<file path="src/rtl/timer_share_arb.sv">
// Round-robin arbiter sharing one CW-bit up-counter among NREQ requesters.
// Define TIMER_SHARE_ARB_FIXED_PRIO_EN for lowest-index-wins priority.
module timer_share_arb #(
  parameter int NREQ = 4,
  parameter int CW   = 4
) (
  input  logic               CLK,
  input  logic               RST,
  input  logic [NREQ-1:0]    REQ,
  input  logic [NREQ*CW-1:0] LEN,
  input  logic               ABORT,
  output logic [NREQ-1:0]    GNT,
  output logic               BUSY,
  output logic [CW-1:0]      CNT,
  output logic [NREQ-1:0]    DONE
);

  localparam int PW = (NREQ > 1) ? $clog2(NREQ) : 1;

  typedef enum logic [1:0] {
    IDLE,
    RUN,
    FIN
  } state_t;

  state_t          state;
  logic [CW-1:0]   target;
  logic [PW-1:0]   win;
  logic [PW-1:0]   pick;
  logic            found;
  logic [NREQ-1:0] pick_oh;
  logic [NREQ-1:0] win_oh;
  logic            quit;

`ifndef TIMER_SHARE_ARB_FIXED_PRIO_EN
  logic [PW-1:0]   ptr;
  logic [PW-1:0]   nxt;
`endif

  // Winner search: first set REQ bit at or above the pointer, wrapping.
  always_comb begin
    found = 1'b0;
    pick  = '0;
    for (int k = 0; k < NREQ; k++) begin
`ifdef TIMER_SHARE_ARB_FIXED_PRIO_EN
      if (!found && REQ[k]) begin
        found = 1'b1;
        pick  = PW'(k);
      end
`else
      int j;
      j = int'(ptr) + k;
      if (j >= NREQ)
        j = j - NREQ;
      if (!found && REQ[j]) begin
        found = 1'b1;
        pick  = PW'(j);
      end
`endif
    end
  end

  // Grant vectors and abort condition for the running interval.
  always_comb begin
    pick_oh = NREQ'(1) << pick;
    win_oh  = NREQ'(1) << win;
    quit    = ABORT | ~REQ[win];
  end

`ifndef TIMER_SHARE_ARB_FIXED_PRIO_EN
  // Pointer moves just past the requester that was last served.
  always_comb begin
    if (win == PW'(NREQ - 1))
      nxt = '0;
    else
      nxt = win + PW'(1);
  end
`endif

  // Sequencer: IDLE grants, RUN counts to target, FIN pulses DONE.
  always_ff @(posedge CLK) begin
    if (!RST) begin
      state  <= IDLE;
      GNT    <= '0;
      DONE   <= '0;
      CNT    <= '0;
      BUSY   <= 1'b0;
      target <= '0;
      win    <= '0;
`ifndef TIMER_SHARE_ARB_FIXED_PRIO_EN
      ptr    <= '0;
`endif
    end else begin
      DONE <= '0;
      unique case (state)
        IDLE: begin
          if (found) begin
            state  <= RUN;
            GNT    <= pick_oh;
            CNT    <= '0;
            BUSY   <= 1'b1;
            win    <= pick;
            target <= LEN[pick*CW +: CW];
          end
        end
        RUN: begin
          if (quit) begin
            state <= IDLE;
            GNT   <= '0;
            CNT   <= '0;
            BUSY  <= 1'b0;
`ifndef TIMER_SHARE_ARB_FIXED_PRIO_EN
            ptr   <= nxt;
`endif
          end else if (CNT == target) begin
            state <= FIN;
            GNT   <= '0;
            DONE  <= win_oh;
          end else begin
            CNT <= CNT + CW'(1);
          end
        end
        FIN: begin
          state <= IDLE;
          BUSY  <= 1'b0;
          CNT   <= '0;
`ifndef TIMER_SHARE_ARB_FIXED_PRIO_EN
          ptr   <= nxt;
`endif
        end
        default: begin
          state <= IDLE;
          GNT   <= '0;
          CNT   <= '0;
          BUSY  <= 1'b0;
        end
      endcase
    end
  end

endmodule
</file>
<file path="config.mk">
export PLATFORM = sky130hd
export DESIGN_NAME = timer_share_arb
export DESIGN_NICKNAME = d
export VERILOG_FILES = /design/src/rtl/timer_share_arb.sv
export SDC_FILE = /design/constraint.sdc
export NUM_CORES = 1
export LEC_CHECK = 0
export ABC_AREA = 0
export BUFFER_PORTS_ARGS = -buffer_cell sky130_fd_sc_hd__buf_2
export CORE_MARGIN = 10
export CORE_UTILIZATION = 47
export CTS_BUF_LIST = sky130_fd_sc_hd__clkbuf_4
export CTS_CLUSTER_DIAMETER = 150
export DETAILED_ROUTE_END_ITERATION = 10
export GPL_ROUTABILITY_DRIVEN = 1
export GPL_TIMING_DRIVEN = 0
export HOLD_SLACK_MARGIN = 0.05
export PLACE_DENSITY = 0.75
export SETUP_SLACK_MARGIN = 0.02
export SKIP_CTS_REPAIR_TIMING = 1
export SLEW_MARGIN = 15
export SYNTH_ARGS = -nofsm -noshare
export SYNTH_HDL_FRONTEND = slang
export SYNTH_SLANG_ARGS = --single-unit
</file>
<file path="constraint.sdc">
create_clock -name CLK -period 2.35 [get_ports CLK]
set_input_delay 0.3525 -clock CLK [delete_from_list [all_inputs] [get_ports CLK]]
set_output_delay 0.3525 -clock CLK [all_outputs]
set_load 0.03 [all_outputs]
</file>
==> flow_metrics.env <==
export IMPL_dr_total_vias=1095
export IMPL_crit_required_ns=2.56
export IMPL_crit_arrival_ns=2.06
export IMPL_wirelength_mm=2.83
export IMPL_avgSynthCellArea_um2=8.96
export IMPL_final_antenna_net_count=0
export IMPL_ys_types=32
export IMPL_syn_to_final_growth_pct=20.0
export IMPL_grt_pass1_wl_mm=4.82
export IMPL_slew_violations=0
export IMPL_hold_start="LEN[6]"
export IMPL_crit_path_start_kind="flop"
export IMPL_start_util_pct=48.3
export IMPL_rrSetupSlack_ns=0.50
export IMPL_crit_path_max_fanout=8
export IMPL_avgViaCountPerCell=5.50
export IMPL_hold_slack_ns=0.340
export IMPL_antenna_found_initial=0
export IMPL_peakVddDrop_v=0.000344
export IMPL_grt_pass1_vias=1076
export IMPL_dieArea_mm2=0.00490
export IMPL_skew_ns=0.00250
export IMPL_ys_seq_area_share_pct=39.2
export IMPL_track_usage_pct=11.1
export IMPL_hp_class="in -> reg"
export IMPL_nNetsFinal=195
export IMPL_rsz0062_at_grt="no"
export IMPL_h_tree_depth=1
export IMPL_numCtsBuffers=3
export IMPL_r2r_start="win[0]"
export IMPL_p_leak_nw=0.595
export IMPL_path_class="reg -> reg"
export IMPL_row_count=18
export IMPL_ys_warn_count=0
export IMPL_register_area_um2=460
export IMPL_die_w_um=70.0
export IMPL_ys_seq_elements=23
export IMPL_die_h_um=70.0
export IMPL_firstDrtPassIters=4
export IMPL_cts_sinks=23
export IMPL_worstMarginPinSlew_ns=0.613
export IMPL_worstRegToRegCells=4
export IMPL_synth_nets=156
export IMPL_crit_path_start="win[0]"
export IMPL_dp_cells=195
export IMPL_instances_no_fill=199
export IMPL_finish_utilization_pct=57.9
export IMPL_syn_area_mm2=0.00117
export IMPL_placement_io_buffers=34
export IMPL_status="finished clean"
export IMPL_synthCells=131
export IMPL_n_antenna_cell=0
export IMPL_grt_start_max_net_pins=14
export IMPL_finalSetupViolCount=0
export IMPL_wl_per_cell_um=14.2
export IMPL_power_density_mw_per_mm2=605
export IMPL_slew_headroom_pct=58.8
export IMPL_place_gp_congestion=0.782
export IMPL_post_route_period_util_pct=78.6
export IMPL_clkLatencyLatePin_ns=0.30
export IMPL_cts_max_path_buffers=2
export IMPL_endpoint="GNT[3]"
export IMPL_root_buffer="clkbuf_4"
export IMPL_route_detailed_drc=0
export IMPL_cts_tree="yes"
export IMPL_max_freq_mhz=541
export IMPL_drt_iter0_markers=39
export IMPL_hold_violations=0
export IMPL_multi_input_area_um2=674
export IMPL_grt_overflow=0
export IMPL_core_area_mm2=0.00243
export IMPL_maxCapViolCount=0
export IMPL_hpwlAfterDp_mm=2.26
export IMPL_nFillCells=228
export IMPL_clkSlewWorstSetupHoldPaths_ns=0.13
export IMPL_crit_path_end_kind="flop"
export IMPL_finalSetupTns_ns=0
export IMPL_io_pins=36
export IMPL_fin_crit_ns=1.85
export IMPL_layout_drive_gt1_share_pct=27.8
export IMPL_r2r_end="GNT[3]"
[critical path, stage by stage, from the launching register on]
cell and delay [ns]:
dfxtp_1 0.49, mux4_2 0.57, nand3_1 0.14, o21ai_0 0.23
a32o_1 0.32
[report_power, final]
| part | switching (mW) | total [mW] | leakage, nW | internal [mW] |
|---|---|---|---|---|
| Clock | 0.121 | 0.185 | 0.0177 | 0.0634 |
| Sequential | 0.0262 | 0.446 | 0.188 | 0.420 |
| Combinational | 0.127 | 0.221 | 0.390 | 0.0940 |
[cells by family (layout without fill, tap and decap cells)]
family / after synthesis / count (layout) / synth area share, %
and+or+nand+nor: 51 / 51 / 22.9
AOI/OAI and AO/OA: 31 / 31 / 19.4
DFF: 23 / 23 / 39.2
muxes: 10 / 10 / 10.0
buffers and inverters: 10 / 48 / 3.30
xor gates and xnor gates: 4 / 4 / 2.98
adders and majority gates: 2 / 2 / 2.13
[cells in the mapped netlist]
library cell | instances | area [µm²]
a221oi_2 | 1 | 15.0
a21oi_1 | 9 | 45.0
ha_1 | 2 | 25.0
mux4_2 | 1 | 22.5
nand3_1 | 7 | 35.0
o21ai_0 | 5 | 25.0
o22ai_1 | 1 | 6.26
nand2b_1 | 3 | 18.8
o221ai_1 | 4 | 35.0
a32o_1 | 4 | 40.0
nor3_1 | 2 | 10.0
nor2b_1 | 4 | 25.0
nand2_1 | 14 | 52.6
mux2i_1 | 8 | 80.1
buf_2 | 1 | 5.00
dfxtp_1 | 23 | 460
clkbuf_1 | 4 | 15.0
xnor2_1 | 4 | 35.0
a21boi_0 | 3 | 22.5
nor3b_1 | 4 | 30.0
inv_1 | 5 | 18.8
o21a_1 | 1 | 7.51
and2_1 | 3 | 18.8
nor2_2 | 1 | 6.26
nor2_1 | 8 | 30.0
a22o_1 | 1 | 8.76
nand4_1 | 2 | 12.5
and4_2 | 1 | 10.0
o221a_2 | 2 | 22.5
nand3b_1 | 1 | 7.51
mux2_4 | 1 | 15.0
nor4_2 | 1 | 12.5
[flip-flops by register name, summed over array words and instances (netlist names)]
register,cells
ptr,2
DONE,4
win,2
state,2
target,4
BUSY,1
CNT,4
GNT,4
[placed cells by master (no fill, tap or decap), drive strengths merged, types with 5 or more instances in the layout]
master | Yosys | routed
a21oi | 9 | 9
buf | 1 | 35
clkbuf | 4 | 7
dfxtp | 23 | 23
inv | 5 | 5
mux2i | 8 | 8
nand2 | 14 | 14
nand3 | 7 | 7
nor2 | 9 | 9
o21ai | 5 | 5
[area by class of cell]
type,count,share of cell area [%]
multi-input combinational,98,47.9
clock buffer,3,1.60
timing repair buffer,34,12.1
inverter,5,1.33
sequential,23,32.7
clock inverter,1,0.355
buffer,5,1.42
tap,30,2.66
[worst min-delay path by stage]
stage / to / slack [ns] / cells past startpoint
2_1_floorplan: target[0] / 0.48 / 2
3_3_place_gp: GNT[1] / 0.48 / 1
3_5_place_dp: GNT[1] / 0.49 / 1
4_1_cts: target[2] / 0.34 / 3
5_1_grt: target[3] / 0.35 / 3
6_report: target[2] / 0.34 / 3
[routing by layer]
layer	vias to the layer above	part of all wire, %	routed length, µm	track usage, %
li1	553	-	-	-
met1	515	46	1290	13.3
met2	25	50	1430	19.6
met3	2	3.6	101	2.68
met4	0	0.46	13	1.97
met5	-	0	0	0
[stage by stage]
stage	setup WS, ns	power, mW	area [µm²]
after CTS	0.515	0.854	1410
after floorplan	0.706	0.611	1170
final	0.503	0.852	1410
after global routing	0.353	0.902	1410
after global placement	0.524	0.666	1380
after detailed placement	0.457	0.674	1380
Power figures use the tool's default switching activity.
